## config.mk

```make
export PLATFORM = sky130hd
export DESIGN_NAME = stepper_ramp_gen
export DESIGN_NICKNAME = d
export VERILOG_FILES = /design/src/rtl/stepper_ramp_gen.sv
export SDC_FILE = /design/constraint.sdc
export NUM_CORES = 1
export LEC_CHECK = 0
export BUFFER_PORTS_ARGS = -buffer_cell sky130_fd_sc_hd__buf_4
export CELL_PAD_IN_SITES_DETAIL_PLACEMENT = 1
export CELL_PAD_IN_SITES_GLOBAL_PLACEMENT = 1
export CORE_MARGIN = 2
export CORE_UTILIZATION = 45
export CTS_BUF_LIST = sky130_fd_sc_hd__clkbuf_8 sky130_fd_sc_hd__clkbuf_16
export DETAILED_ROUTE_END_ITERATION = 8
export PLACE_DENSITY = 0.79
export SLEW_MARGIN = 0
export SYNTH_ARGS = -nofsm -noshare
export SYNTH_HDL_FRONTEND = slang
export SYNTH_SLANG_ARGS = --single-unit
```

## constraint.sdc

```tcl
create_clock -name clk -period 8.8 [get_ports clk]
set_input_delay 2.64 -clock clk [delete_from_list [all_inputs] [get_ports clk]]
set_output_delay 2.64 -clock clk [all_outputs]
set_load 0.01 [all_outputs]
```

## src/rtl/stepper_ramp_gen.sv

```systemverilog
// Rate ramp generator for the 3-phase PWM stage. It slews the current rate toward a commanded
// target and turns that rate into single-cycle step pulses through a phase accumulator.
module stepper_ramp_gen #(
  parameter int RATE_W   = 16,
  parameter int ACC_W    = 24,
  parameter int ACCEL    = 16,
  parameter int RAMP_DIV = 1000,
  parameter int MAX_RATE = 40000
) (
  input  logic              clk,
  input  logic              rst,
  input  logic              cmd_valid,
  output logic              cmd_ready,
  input  logic [RATE_W-1:0] cmd_rate,
  input  logic              cmd_dir,
  output logic              step_en,
  output logic              dir,
  output logic [RATE_W-1:0] cur_rate,
  output logic              at_speed,
  output logic              busy
);

  localparam int                CNT_W    = (RAMP_DIV > 1) ? $clog2(RAMP_DIV) : 1;
  localparam logic [CNT_W-1:0]  CNT_LAST = CNT_W'(RAMP_DIV - 1);
  localparam logic [RATE_W-1:0] MAX_R    = RATE_W'(MAX_RATE);
  localparam logic [RATE_W:0]   STEP     = (RATE_W + 1)'(ACCEL);

  typedef enum logic [2:0] {S_IDLE, S_ACCEL, S_CRUISE, S_DECEL, S_FLIP} state_t;

  state_t            state, next_state;
  logic [RATE_W-1:0] tgt_rate;
  logic              tgt_dir;
  logic [CNT_W-1:0]  ramp_cnt;
  logic              tick;
  logic              accept;
  logic [RATE_W-1:0] eff;
  logic [RATE_W-1:0] next_rate;
  logic [RATE_W:0]   gap;
  logic [ACC_W-1:0]  acc;
  logic              carry;
  logic [ACC_W:0]    sum;

  assign accept = cmd_valid & cmd_ready;
  assign tick   = (ramp_cnt == CNT_LAST);
  // Opposite direction targets zero so a reversal always ramps down through rest first.
  assign eff    = (tgt_dir == dir) ? tgt_rate : '0;
  assign sum    = {1'b0, acc} + (ACC_W + 1)'(cur_rate);

  always_comb begin
    next_rate = cur_rate;
    gap       = '0;
    if (cur_rate < eff) begin
      gap       = {1'b0, eff} - {1'b0, cur_rate};
      next_rate = (gap > STEP) ? RATE_W'({1'b0, cur_rate} + STEP) : eff;
    end else if (cur_rate > eff) begin
      gap       = {1'b0, cur_rate} - {1'b0, eff};
      next_rate = (gap > STEP) ? RATE_W'({1'b0, cur_rate} - STEP) : eff;
    end
  end

  always_ff @(posedge clk or posedge rst) begin
    if (rst) begin
      ramp_cnt <= '0;
    end else if (tick) begin
      ramp_cnt <= '0;
    end else begin
      ramp_cnt <= ramp_cnt + 1'b1;
    end
  end

  always_ff @(posedge clk or posedge rst) begin
    if (rst) begin
      tgt_rate <= '0;
      tgt_dir  <= 1'b0;
      cur_rate <= '0;
      dir      <= 1'b0;
      acc      <= '0;
      carry    <= 1'b0;
      step_en  <= 1'b0;
    end else begin
      if (accept) begin
        tgt_rate <= (cmd_rate > MAX_R) ? MAX_R : cmd_rate;
        tgt_dir  <= cmd_dir;
      end
      if (tick) begin
        cur_rate <= next_rate;
      end
      if (state == S_FLIP) begin
        dir <= tgt_dir;
      end
      acc     <= sum[ACC_W-1:0];
      carry   <= sum[ACC_W];
      step_en <= carry;
    end
  end

  always_ff @(posedge clk or posedge rst) begin
    if (rst) begin
      state <= S_IDLE;
    end else begin
      state <= next_state;
    end
  end

  always_comb begin
    next_state = state;
    if (state == S_FLIP) begin
      next_state = (tgt_rate == '0) ? S_IDLE : S_ACCEL;
    end else if ((cur_rate == '0) && (tgt_dir != dir)) begin
      next_state = S_FLIP;
    end else if (cur_rate < eff) begin
      next_state = S_ACCEL;
    end else if (cur_rate > eff) begin
      next_state = S_DECEL;
    end else if (cur_rate == '0) begin
      next_state = S_IDLE;
    end else begin
      next_state = S_CRUISE;
    end
  end

  always_comb begin
    cmd_ready = (state != S_FLIP);
    at_speed  = (state != S_FLIP) && (cur_rate == tgt_rate) && (dir == tgt_dir);
    busy      = ~at_speed;
  end

endmodule

```

## Word-level counts from Yosys, hierarchy flattened

Cells that the tools add are included.

- Add/sub/neg operators: 6
- Magnitude comparators: 5
- Eq/ne operators: 7
- Mux-type cells: 13
- Bitwise gates (word level): 2
- Reduce and logical (&&, ||, !) cells: 7

Operators by type and width:

| cell | count |
|---|---|
| $mux 16 | 6 |
| $gt 17x5->1 const B | 2 |
| $sub 16x16->17 | 2 |
| $logic_not 16->1 | 2 |
| $add 24x16->25 | 1 |
| $add 16x5->16 const B | 1 |
| $eq 16x16->1 | 1 |
| $gt 16x16->1 | 1 |
| $gt 16x16->1 const B | 1 |
| $lt 16x16->1 | 1 |
| $sub 16x5->16 const B | 1 |
| $add 10x1->10 const B | 1 |
| $eq 10x10->1 const B | 1 |
| $mux 10 | 1 |
| $mux 2 | 3 |
| $mux 3 | 2 |
| $eq 3x3->1 const B | 1 |
| $logic_and 1x1->1 | 3 |
| $ne 3x3->1 const B | 1 |
| $eq 1x1->1 | 2 |
| $reduce_and 2->1 | 1 |
| $reduce_bool 2->1 | 1 |
| $and 1x1->1 | 1 |
| $mux 1 | 1 |
| other kinds (2) | 2 |

- Register bits: 73
- Output and inout port bits: 21
- Word-level logic and storage cells: 49

## Logic depth before layout (Yosys ltp)

- Depth in word-level cells: 7
- Mapped depth: 18
- Depth with buffers taken out: 13

## Worst setup path after synthesis

Ideal clock, no wire load.

- Path kind: register -> output
- Start: reg dir
- End: out at_speed
- Arrival time: 1.860 ns
- Required time: 6.160 ns
- Setup slack: 4.300 ns
- Cell stages (with the launch flop): 8
- Path buffers: 2
- Path through: dfrtp_1 xnor2_1 clkbuf_1 clkbuf_1 nand4_1 nor3_1 nand3_1 inv_1

- Cells in the longest elaborated chain, start to end: 2

Ends and longest elaborated chain:

| what | RTL line | RTL |
|---|---|---|
| from (decl) | 17 | `output logic dir,` |
| from (signal assigned) | 89 | `dir <= tgt_dir;` |
| $eq 1x1->1 | 124 | `at_speed = (state != S_FLIP) && (cur_rate == tgt_rate) && (dir == tgt_dir);` |
| $logic_and 1x1->1 | 124 |  |
| to (decl) | 19 | `output logic at_speed,` |

No other way between the ends.

## Worst setup path after layout

- Start: reg tgt_dir
- End: reg cur_rate[0]

- Cells in the longest elaborated chain, start to end: 7

Ends and longest elaborated chain:

| what | RTL line | RTL |
|---|---|---|
| from (decl) | 32 | `logic tgt_dir;` |
| from (signal assigned) | 83 | `tgt_dir <= cmd_dir;` |
| $eq 1x1->1 * | 46 | `assign eff = (tgt_dir == dir) ? tgt_rate : '0;` |
| $mux 16 * | 46 |  |
| $sub 16x16->17 | 56 | `gap = {1'b0, cur_rate} - {1'b0, eff};` |
| $gt 17x5->1 | 57 | `next_rate = (gap > STEP) ? RATE_W'({1'b0, cur_rate} - STEP) : eff;` |
| $mux 16 | 57 |  |
| $mux 16 | 55 | `end else if (cur_rate > eff) begin` |
| $mux 16 | 52 | `if (cur_rate < eff) begin` |
| to (signal assigned) | 86 | `cur_rate <= next_rate;` |
| to (decl) | 18 | `output logic [RATE_W-1:0] cur_rate,` |

Every way passes the cells marked *; elsewhere a longest branch is shown, timed or not. The select of a mux whose other input is x is not followed.
A chain may end at the register's enable or synchronous reset.

==> flow_summary.toml <==
[cells_and_area]
finalNetCount = 923
antenna_cells = 0
finish.instance_area_um2 = 7400
stdcell_count = 1038
multiInputGateArea_um2 = 4550
layout-drive-gt1-share = 0.101
area_growth_pct = 9.96
ff_latch_area_um2 = 1830
final_core_util = 0.507
fill_cells = 1784

[setup_path]
cp-start-kind = "flop"
crit_path_end_kind = "flop"
r2r-end = "cur_rate[0]$_DFFE_PP0P_"
arrival_ps = 5160
crit_end = "cur_rate[0]$_DFFE_PP0P_"
r2r_setup_slack_ps = 3890
startpoint = "tgt_dir$_DFFE_PP0P_"
critPathMaxFanout = 22
r2r-start = "tgt_dir$_DFFE_PP0P_"
ff2ff_path_depth = 14
critPathRequiredTime_ps = 9050
critical_path_class = "flop to flop"

[cts]
clock_latency_ps = 340
cts_root_buf = "clkbuf_16"
cts.path.max_buffers = 2
clk_pin_slew_ps = 60
cts_setup_buffers = 0
cts.sinks = 73
htreeDepth = 3
numCtsBuffers = 9
tritoncts = "yes"
ctsResizeCount = 0
cts_hold_buf = 0

[route]
num_vias = 6699
drc_errors = 0
ant_nets = 0
drt_iter0_drc = 600
drt-pass1-iter-count = 5
drt-total-wl_mm = 22.9
via_per_inst = 6.45
wl_per_cell_um = 22.1

[logic_synthesis]
synth_fp_nets = 905
synth_seq_cells = 73
syn_area_um2 = 6730
synth_cell_types = 71
synth_area_per_cell_um2 = 8.09
ys_warn_count = 0
synth_edf_count = 0
synthArstFlopShare = 1.00
ys_seq_area_frac = 0.271
synth_cells = 832
ys.flop_type = "dfrtp_1"

[pwr]
ir_drop_mv = 0.110
power.total_mw = 1.90
pwr-share-seq = 0.212
swShare = 0.485
combPwrFrac = 0.610
p_int_uw = 980
power.share.clock = 0.178
p_leak_nw = 3.45
switchingPower_uw = 924
power.density_nw_per_um2 = 257

[global_route]
grt_max_degree = 74
grt_usage = 0.290
grt_overflow = 0
grt_pass1_vias = 6810
grt_antenna_before_repair = 0
grt_pass1_wl_mm = 37.4

[placed_design]
port_buffers = 40
place_worst_setup_slack_ps = 3870
place_congestion = 0.946
dpl_cell_area_um2 = 7140
post-dp-hpwl_mm = 17.6
placed_cells = 1023

[floorplan]
row_count = 44
initial_core_util = 0.461
ios = 41
core_area_um2 = 14600
die_h_um = 126
fp.dieArea_um2 = 16000
die_width_um = 126

[sta]
setup_slack_ps = 3890
finalCritPeriodShare = 0.558
skew_ps = 8.44
finalCriticalPeriod_ps = 4910
tightest_slew_ps = 1100
rsz0062_at_grt = "false"
max_freq_mhz = 204
holdWs_ps = 350
max_slew_margin = 0.262
totalNegativeSetupSlack_ps = 0
setup_viol = 0
slew_violations = 0
hold_viol_final = 0

[run_status]
outcome = "completed"

[flow_run]
maxCapViolCount = 0

[worst_hold_path]
hp-class = "flop to flop"
cell families after synthesis:
| group | Yosys count | synth area share |
|---|---|---|
| DFF | 73 | 0.271 |
| and+or+nand+nor | 319 | 0.252 |
| buffers and inverters | 89 | 0.0519 |
| xor gates and xnor gates | 63 | 0.0820 |
| AOI/OAI and AO/OA | 225 | 0.226 |
| muxes | 10 | 0.0152 |
| adders and majority gates | 53 | 0.101 |
cell usage in the layout (no fill, tap or decap), types with 5 or more instances in the layout:
cell       netlist  routed
ha_1            51      51
dfrtp_1         73      73
nand2_1         77      77
a31oi_1         11      11
nand3_1         47      47
a22o_1          10      10
o21a_1          10      10
o211ai_1        15      15
nand2b_1         7       7
clkbuf_16        0       9
and2_1           7       7
mux2i_1          8       8
o21ai_0         45      45
a21oi_1         56      56
inv_1           52      53
and3_1          16      16
nor3b_1         13      13
xor2_1          23      23
nor3_1          30      30
a211oi_1         6       6
nor2_1          49      49
xnor2_1         40      40
or4_1            7       7
nor4_1          18      18
nand4_1         11      11
a21o_1          15      15
buf_4            0      44
a2111oi_0        5       5
nor2b_1          8       8
worst max-delay path, stage by stage (launching register included):
cell and delay [ps]:
dfrtp_1 410, xnor2_1 160, buf_4 270, nand2_1 160, inv_1 90, ha_1 410, a21oi_1 440, o21ai_0 200
nor4_1 430, o21ba_2 250, o22ai_1 130, nor4_4 580, nand2_1 540, a21oi_2 470, mux2i_1 270
power groups by stage:
stage                     clock [mW]  combinational, mW  sequential [mW]
after floorplan                    0              0.854            0.392
after global placement             0               1.08            0.406
after detailed placement           0               1.13            0.407
after CTS                      0.341               1.13            0.401
after global routing           0.354               1.26            0.405
final                          0.339               1.16            0.403
flip-flops by register name, summed over array words and instances, names as in the netlist:
| signal | flops |
|---|---|
| ramp_cnt | 10 |
| tgt_rate | 16 |
| cur_rate | 16 |
| tgt_dir | 1 |
| step_en | 1 |
| acc | 24 |
| state | 3 |
| carry | 1 |
| dir | 1 |
cell usage after synthesis, types with 11 or more instances:
library cell / n / area (um2)
a21o_1: 15 / 113
a21oi_1: 56 / 280
a31oi_1: 11 / 68.8
and3_1: 16 / 100
buf_2: 12 / 60.1
clkbuf_1: 25 / 93.8
dfrtp_1: 73 / 1830
ha_1: 51 / 638
inv_1: 52 / 195
nand2_1: 77 / 289
nand3_1: 47 / 235
nand4_1: 11 / 68.8
nor2_1: 49 / 184
nor3_1: 30 / 150
nor3b_1: 13 / 97.6
nor4_1: 18 / 113
o211ai_1: 15 / 113
o21ai_0: 45 / 225
xnor2_1: 40 / 350
xor2_1: 23 / 201
per-layer routing:
metal / up-vias / routed length, um / track usage
met2: 226 / 10900 / 0.479
met5: - / 0 / 0
met4: 0 / 722 / 0.0963
met1: 3342 / 10300 / 0.398
met3: 58 / 978 / 0.0312
li1: 3073 / - / -
final cells by class:
class / count / area share
Timing Repair Buffer: 44 / 0.0446
Multi-Input combinational cell: 670 / 0.615
Clock inverter: 5 / 0.00338
Tap cell: 184 / 0.0311
Clock buffer: 10 / 0.0323
Inverter: 52 / 0.0264
Sequential cell: 73 / 0.247
how the worst min path moves through the flow:
stage | slack [ps] | depth (start not counted) | start | to
after global routing | 360 | 0 | carry$_DFF_PP0_ | step_en$_DFF_PP0_
after floorplan | 330 | 0 | carry$_DFF_PP0_ | step_en$_DFF_PP0_
after detailed placement | 340 | 0 | carry$_DFF_PP0_ | step_en$_DFF_PP0_
after CTS | 360 | 0 | carry$_DFF_PP0_ | step_en$_DFF_PP0_
after global placement | 340 | 0 | carry$_DFF_PP0_ | step_en$_DFF_PP0_
final | 350 | 0 | carry$_DFF_PP0_ | step_en$_DFF_PP0_
Power figures use the tool's default switching activity.
